**config.mk**
```make
export PLATFORM = sky130hd
export DESIGN_NAME = fp_add_operand_stage
export DESIGN_NICKNAME = d
export VERILOG_FILES = /design/src/rtl/fp_add_pkg.sv /design/src/rtl/fp_operand_classify.sv /design/src/rtl/fp_add_operand_stage.sv
export SDC_FILE = /design/constraint.sdc
export NUM_CORES = 1
export LEC_CHECK = 0
export CORE_ASPECT_RATIO = 1.75
export CORE_MARGIN = 4
export CORE_UTILIZATION = 40
export CTS_BUF_LIST = sky130_fd_sc_hd__clkbuf_8
export DETAILED_ROUTE_END_ITERATION = 6
export GPL_TIMING_DRIVEN = 0
export PLACE_DENSITY_LB_ADDON = 0.08
export SYNTH_ARGS = -nofsm -noshare
export SYNTH_HDL_FRONTEND = slang
export SYNTH_HIERARCHICAL = 1
export SYNTH_SLANG_ARGS = --single-unit
```
**constraint.sdc**
```tcl
create_clock -name clk -period 2.2 [get_ports clk]
set_clock_uncertainty 0.05 [all_clocks]
set_input_delay 0.44 -clock clk [delete_from_list [all_inputs] [get_ports clk]]
set_output_delay 0.44 -clock clk [all_outputs]
set_load 0.02 [all_outputs]
```
**src/rtl/fp_add_pkg.sv**
```systemverilog
// Purpose: shared types and constants for the FP32 adder pipeline stages.
// Latency: n/a (package only).
// Backpressure: n/a (package only).
// Contents: QNaN/exponent constants, skid state enum, op_fields_t bundle handed between stages,
//           and the effective-exponent helper (denormals behave as exponent 1).
package fp_add_pkg;

  localparam logic [31:0] FP32_QNAN     = 32'h7FC0_0000;
  localparam logic [7:0]  EXP_MAX       = 8'hFF;
  localparam int          SHIFT_SAT_DEF = 26;
  // Tag field is sized for the widest tag any stage may carry; narrower tags zero-extend.
  localparam int          TAG_W_MAX     = 16;

  typedef enum logic [1:0] {
    ST_EMPTY = 2'd0,
    ST_ONE   = 2'd1,
    ST_TWO   = 2'd2
  } skid_state_t;

  typedef struct packed {
    logic [30:0]          large_val;   // {exp,mant} of larger magnitude
    logic [30:0]          small_val;   // {exp,mant} of smaller magnitude
    logic                 large_sign;
    logic                 small_sign;
    logic [7:0]           large_e;
    logic [7:0]           small_e;
    logic [7:0]           shift_n;
    logic                 special;
    logic [31:0]          special_res;
    logic [TAG_W_MAX-1:0] tag;
  } op_fields_t;

  // Denormals share the scale of exponent 1, so alignment treats e==0 as 1.
  function automatic logic [7:0] eff_exp(input logic [7:0] e);
    return (e == 8'd0) ? 8'd1 : e;
  endfunction

endpackage

```
**src/rtl/fp_operand_classify.sv**
```systemverilog
// Purpose: orders an FP32 operand pair by magnitude, computes alignment shift, resolves specials.
// Latency: combinational.
// Backpressure: none (pure function of a/b/tag).
// Ports: a, b (raw IEEE-754 single), tag (sequence tag to attach) -> fields (op_fields_t bundle).
module fp_operand_classify
  import fp_add_pkg::*;
#(
  parameter int SHIFT_SAT = SHIFT_SAT_DEF
) (
  input  logic [31:0]          a,
  input  logic [31:0]          b,
  input  logic [TAG_W_MAX-1:0] tag,
  output op_fields_t           fields
);

  localparam logic [7:0] SAT = 8'(SHIFT_SAT);

  logic a_nan, b_nan, a_inf, b_inf, a_zero, b_zero;
  logic a_is_large;
  logic [31:0] lg, sm;
  logic [7:0]  diff;

  assign a_nan  = (a[30:23] == EXP_MAX) && (a[22:0] != 23'd0);
  assign b_nan  = (b[30:23] == EXP_MAX) && (b[22:0] != 23'd0);
  assign a_inf  = (a[30:23] == EXP_MAX) && (a[22:0] == 23'd0);
  assign b_inf  = (b[30:23] == EXP_MAX) && (b[22:0] == 23'd0);
  assign a_zero = (a[30:0] == 31'd0);
  assign b_zero = (b[30:0] == 31'd0);

  always_comb begin
    fields     = '0;
    // Unsigned compare of {exp,mant} is a magnitude compare; ties keep a as large.
    a_is_large = (a[30:0] >= b[30:0]);
    lg         = a_is_large ? a : b;
    sm         = a_is_large ? b : a;
    // Never negative: the larger magnitude always has the larger-or-equal exponent.
    diff       = eff_exp(lg[30:23]) - eff_exp(sm[30:23]);

    fields.large_val  = lg[30:0];
    fields.small_val  = sm[30:0];
    fields.large_sign = lg[31];
    fields.small_sign = sm[31];
    fields.large_e    = lg[30:23];
    fields.small_e    = sm[30:23];
    fields.shift_n    = (diff > SAT) ? SAT : diff;
    fields.tag        = tag;

    if (a_nan || b_nan) begin
      fields.special     = 1'b1;
      fields.special_res = FP32_QNAN;
    end else if (a_inf && b_inf && (a[31] != b[31])) begin
      fields.special     = 1'b1;
      fields.special_res = FP32_QNAN;
    end else if (a_inf) begin
      // Covers like-signed Inf pairs as well: a and b are the same value then.
      fields.special     = 1'b1;
      fields.special_res = a;
    end else if (b_inf) begin
      fields.special     = 1'b1;
      fields.special_res = b;
    end else if (a_zero && b_zero) begin
      // -0 only when both zeros are negative (round-to-nearest rule).
      fields.special     = 1'b1;
      fields.special_res = {a[31] & b[31], 31'd0};
    end
  end

endmodule

```
**src/rtl/fp_add_operand_stage.sv**
```systemverilog
// Purpose: registered operand front end of the FP32 adder (classify + 2-entry skid + sequence tag).
// Latency: 1 cycle in->out, throughput 1 op/cycle.
// Backpressure: out_ready low parks one op in main and one in skid; in_ready drops only when both full.
// Ports: clk/rst_n; in_valid/in_ready/a/b upstream; out_valid/out_ready + ordered fields, shift_n,
//        special/special_res and out_tag downstream.
module fp_add_operand_stage
  import fp_add_pkg::*;
#(
  parameter int TAG_W     = 4,
  parameter int SHIFT_SAT = SHIFT_SAT_DEF
) (
  input  logic             clk,
  input  logic             rst_n,
  input  logic             in_valid,
  output logic             in_ready,
  input  logic [31:0]      a,
  input  logic [31:0]      b,
  output logic             out_valid,
  input  logic             out_ready,
  output logic [30:0]      large_val,
  output logic [30:0]      small_val,
  output logic             large_sign,
  output logic             small_sign,
  output logic [7:0]       large_e,
  output logic [7:0]       small_e,
  output logic [7:0]       shift_n,
  output logic             special,
  output logic [31:0]      special_res,
  output logic [TAG_W-1:0] out_tag
);

  skid_state_t     state_q, state_d;
  op_fields_t      main_q, main_d;
  op_fields_t      skid_q, skid_d;
  logic [TAG_W-1:0] tag_q, tag_d;
  op_fields_t      in_fields;
  logic            accept;
  logic            tag_unused;

  fp_operand_classify #(
    .SHIFT_SAT (SHIFT_SAT)
  ) u_classify (
    .a      (a),
    .b      (b),
    .tag    (TAG_W_MAX'(tag_q)),
    .fields (in_fields)
  );

  // Both handshake flags come straight from the state register.
  assign in_ready  = (state_q != ST_TWO);
  assign out_valid = (state_q != ST_EMPTY);
  assign accept    = in_valid && in_ready;

  always_comb begin
    state_d = state_q;
    main_d  = main_q;
    skid_d  = skid_q;
    tag_d   = tag_q + TAG_W'(accept);
    case (state_q)
      ST_EMPTY: begin
        if (accept) begin
          main_d  = in_fields;
          state_d = ST_ONE;
        end
      end
      ST_ONE: begin
        if (accept && out_ready) begin
          main_d = in_fields;       // main drains and reloads in the same cycle
        end else if (accept) begin
          skid_d  = in_fields;      // main is held, park the newcomer
          state_d = ST_TWO;
        end else if (out_ready) begin
          state_d = ST_EMPTY;
        end
      end
      ST_TWO: begin
        if (out_ready) begin
          main_d  = skid_q;
          state_d = ST_ONE;
        end
      end
      default: state_d = ST_EMPTY;
    endcase
  end

  always_ff @(posedge clk or negedge rst_n) begin
    if (!rst_n) begin
      state_q <= ST_EMPTY;
      main_q  <= '0;
      skid_q  <= '0;
      tag_q   <= '0;
    end else begin
      state_q <= state_d;
      main_q  <= main_d;
      skid_q  <= skid_d;
      tag_q   <= tag_d;
    end
  end

  assign large_val   = main_q.large_val;
  assign small_val   = main_q.small_val;
  assign large_sign  = main_q.large_sign;
  assign small_sign  = main_q.small_sign;
  assign large_e     = main_q.large_e;
  assign small_e     = main_q.small_e;
  assign shift_n     = main_q.shift_n;
  assign special     = main_q.special;
  assign special_res = main_q.special_res;
  assign out_tag     = main_q.tag[TAG_W-1:0];
  // Upper tag bits are zero-extension only.
  assign tag_unused  = ^main_q.tag;

endmodule

```
Yosys cells after proc, flatten, opt, wreduce, memory -nomap -nowiden
Cells that the tools add are included.
{"block": "classes", "n_addsub": 2, "n_lt_le_gt_ge": 2, "n_eq_ne": 11, "muxes": 20, "n_bitwise": 2, "n_reduce_logical": 24}
{"op": "$mux W137", "n": 3}
{"op": "$pmux W137 S3", "n": 1}
{"op": "$mux W33", "n": 5}
{"op": "$mux W32", "n": 2}
{"op": "$logic_not A31 Y1", "n": 2}
{"op": "$logic_not A23 Y1", "n": 2}
{"op": "$reduce_bool A23 Y1", "n": 2}
{"op": "$ge A31 B31 Y1", "n": 1}
{"op": "$mux W8", "n": 3}
{"op": "$eq A8 B8 Y1 const B", "n": 2}
{"op": "$logic_not A8 Y1", "n": 2}
{"op": "$mux W2", "n": 5}
{"op": "$ne A2 B2 Y1 const B", "n": 5}
{"op": "$logic_and A1 B1 Y1", "n": 9}
{"op": "$gt A8 B5 Y1 const B", "n": 1}
{"op": "$reduce_and A4 Y1", "n": 2}
{"op": "$sub A8 B8 Y8", "n": 1}
{"op": "$pmux W2 S3", "n": 1}
{"op": "$add A4 B1 Y4", "n": 1}
{"op": "$ne A3 B3 Y1 const B", "n": 1}
{"op": "$reduce_and A3 Y1", "n": 1}
{"op": "$reduce_bool A3 Y1", "n": 1}
{"op": "$eq A2 B1 Y1 const B", "n": 1}
{"op": "$eq A2 B2 Y1 const B", "n": 1}
{"op": "other kinds (6)", "n": 6}
{"block": "word_totals", "reg_bits": 256, "input_bits": 68, "out_inout_bits": 127, "word_cells": 83}

Longest topological paths before layout
{"block": "depth", "depth_word": 9, "depth_mapped": 21, "depth_no_buf": 18}

Cells and area by module
Netlist, hierarchy kept.
{"module": "fp_add_operand_stage", "n_inst": 1, "cells_each": 693, "area_per_inst_um2": 11365.9, "seq_area_each_um2": 6406.1}
{"module": "fp_operand_classify", "n_inst": 1, "cells_each": 364, "area_per_inst_um2": 3150.5, "seq_area_each_um2": 0.0}

Worst setup path after synthesis
No wires, ideal clock.
{"block": "synth_timing", "path_kind": "input -> register", "start": "in b[24]", "end": "reg main_q (netlist bit shift_n[0])", "setup_ps": 125, "t_arrival_ps": 4272, "required_time_ps": 2025, "path_slack_ps": -2247, "cell_stages": 21, "path_buffers": 3, "path_cell_list": "clkbuf_1 > inv_1 > ha_1 > a21oi_1 > nor2_1 > a211oi_1 > o21ai_0 > a221o_1 > buf_4 > buf_6 > mux2_4 > ha_1 > fa_1 > nor2b_1 > o21a_1 > nor3b_1 > a211oi_1 > o211ai_1 > and3_1 > mux2_2 > mux2_4"}
{"item": "start, declared", "line": "fp_add_operand_stage.sv:17", "source": "input logic [31:0] b,"}
{"item": "end signal, assigned", "line": "fp_add_operand_stage.sv:94", "source": "main_q <= main_d;"}
{"item": "end, declared", "line": "fp_add_operand_stage.sv:33", "source": "op_fields_t main_q, main_d;"}

==> flow_summary.yaml <==
timing:
  rsz0062_at_grt: "yes"
  hold-worst-slack_ns: 0.214
  setup_slack_ns: -1.95
  hold_viol_final: 0
  setup_viol: 176
  max_freq_mhz: 241
  worst_slew_pin_slew_ns: 0.659
  fin_crit_ns: 4.15
  final_max_slew_viol_count: 0
  max_slew_margin_pct: 55.7
  fin_crit_sh_pct: 189
global_route:
  grt_pass1_vias: 9911
  gr-total-overflow: 0
  grt_pass1_wl_mm: 57.6
  grt_max_degree: 110
  met2_usage_pct: 35.0
  use_met1_pct: 21.2
  top_usage_layer: "met2"
  grtUsageTotal_pct: 19.1
  antenna_found_initial: 1
  grt_use_met3_pct: 4.42
place:
  place_hpwl_mm: 26.6
  placed_area_sq_um: 17400
  port_buffers: 193
  gp_congestion: 0.821
clocking:
  cts_tree: "yes"
  cts-htree-levels: 2
  cts.path.max_buffers: 3
  cts_root_buf: "clkbuf_8"
  path_clk_slew_ns: 0.06
  clk_latency_ns: 0.57
  cts.sink_count: 256
  cts_buffers: 43
floorplanning:
  start_util_pct: 40.7
  std_cell_rows: 91
  boundaryPins: 195
  core_area_sq_um: 35400
  fp.dieW_microns: 152
  die_h_microns: 259
  dieArea_sq_um: 39300
setup_path:
  cp_top_family: "compound AO/OA/AOI/OAI gates"
  max_stage_delay_ns: 0.32
  critical_path_required_ns: 2.59
  critPathMaxFanout: 10
  crit_path_end_kind: "register"
  critPathBufInv: 3
  cp_data_arrival_time_ns: 4.54
  crit_type: "primary input to register"
  crit_chain: "dlygate4sd2_1 > ha_4 > nand2_2 > nor2_4 > nand2_1 > o31ai_4 > a221o_1 > buf_6 > buf_12 > mux2_4 > ha_4 > nor2b_4 > o31a_1 > a211o_1 > o2111ai_1 > o211ai_1 > and3_1 > mux2_4 > mux2_4"
  critPathLaunchType: "primary input"
  crit_top_cell: "mux2_4"
  slowest_stage: "ha_4"
detailed_routing:
  postRouteAntennaNets: 0
  drtIter0Drc: 239
  routed_wl_mm: 37.7
  wire_per_inst_microns: 20.7
  vias_per_cell: 4.99
  vias: 9120
  dr.pass1.iters: 4
  drc: 0
status:
  violations: "setup timing"
  status: "finished with violations"
layout:
  fin_area_sq_um: 19000
  fillers: 3122
  multi_input_area_sq_um: 7940
  nets: 1436
  drive_above_1_share_pct: 52.3
  seq_area_sq_um: 6410
  area_delta_synth_final_pct: 32.0
flow_run:
  max_cap_viol_count: 0
synthesis:
  netlist_instances: 1044
  ys_warn_count: 6
  synth_area_per_cell_sq_um: 13.8
  netlist_area_sq_um: 14400
power:
  peakVddDrop_mv: 0.668
  p_leak_nw: 8.72
  power.density_nw_per_um2: 1120
worst_hold_path:
  hp-class: "primary input to register"
what timing repair did:
| item | CTS | global route |
|---|---|---|
| gates cloned | 1 | 3 |
| setup endpoints to repair | 178 | 178 |
| setup buffers | 4 | 9 |
| gates resized for setup | 202 | 125 |
| hold endpoints to repair | 50 | 0 |
| hold buffers | 1 | 0 |
| pin swaps | 24 | 8 |
where the power goes:
group          switching (mW)  internal (mW)  total (mW)  leakage [nW]
Combinational            3.78           5.41        9.19          5.14
Clock                    1.99           2.21        4.20         0.516
Sequential               1.11           6.76        7.87          3.06
Total                    6.88           14.4        21.3          8.72
through the flow:
step	worst slack [ns]	util, %	power, mW	std cells	setup TNS, ns
2_1_floorplan	-2.09	-	13.1	1068	-112.39
3_3_place_gp	-11.16	48.9	16.4	1726	-3166.57
3_5_place_dp	-3.33	49.1	16.6	1728	-324.75
4_1_cts	-1.90	52.3	21.0	1813	-86.84
5_1_grt	-2.13	53.7	22.5	1826	-117.88
6_report	-1.95	53.7	21.3	1826	-107.58
cell type report:
cell class | instances | share of cell area [%]
Tap cell | 465 | 3.06
Clock buffer | 54 | 3.91
Antenna cell | 1 | 0.0131
Buffer | 98 | 4.92
Sequential cell | 256 | 33.7
Multi-Input combinational cell | 679 | 41.7
Timing Repair Buffer | 213 | 11.4
Inverter | 35 | 0.769
Clock inverter | 25 | 0.559
flip-flops by register name, indices dropped and copies added (netlist names), 2 cells and up:
register     flops
special_res     32
state_q          2
shift_n          8
out_tag          4
small_e          8
skid_q         125
large_e          8
large_val       31
small_val       31
tag_q            4
worst reg2reg max path: stages (launching register included):
cell     delay, ns
dfrtp_1       0.44
nor2b_4       0.17
o21ai_4       0.40
buf_6         0.32
buf_6         0.24
mux2_4        0.32
layout by cell type (no fill, tap or decap), types with 6 or more instances in the layout:
cell             instances
clkdlybuf4s50_1        129
nand2_1                 27
buf_6                   33
clkdlybuf4s15_2         15
buf_2                   13
dlygate4sd2_1           21
nor2_1                  16
conb_1                  25
mux2_1                   6
mux2i_1                  6
a21oi_1                  6
buf_4                   60
a21oi_2                  6
dfrtp_1                256
nor4_1                  12
mux2_2                 207
clkbuf_8                54
nand4_1                  7
ha_4                    16
inv_1                   53
clkbuf_2                10
ha_1                    24
buf_12                  12
mux2_4                 234
final timing paths:
| path | from | to | slack [ns] | depth (start not counted) |
|---|---|---|---|---|
| worst max register to register | state_q[0] | small_e[1] | 0.13 | 5 |
| max in group asynchronous | rst_n | large_val[15] | 0.40 | 4 |
| worst max-delay path | a[14] | shift_n[0] | -1.95 | 19 |
| worst min-delay path | b[1] | skid_q[107] | 0.21 | 3 |
| worst min register to register | tag_q[3] | tag_q[3] | 0.43 | 1 |
| min in group asynchronous | rst_n | special_res[8] | 0.32 | 2 |
metal layers:
metal | share of wire, % | vias to the layer above | wire, microns
met3 | 5.1 | 70 | 1910
met2 | 53 | 193 | 20100
met4 | 3.4 | 0 | 1280
li1 | - | 4249 | -
met1 | 38 | 4608 | 14400
met5 | 0 | - | 0
Power figures use the tool's default switching activity.
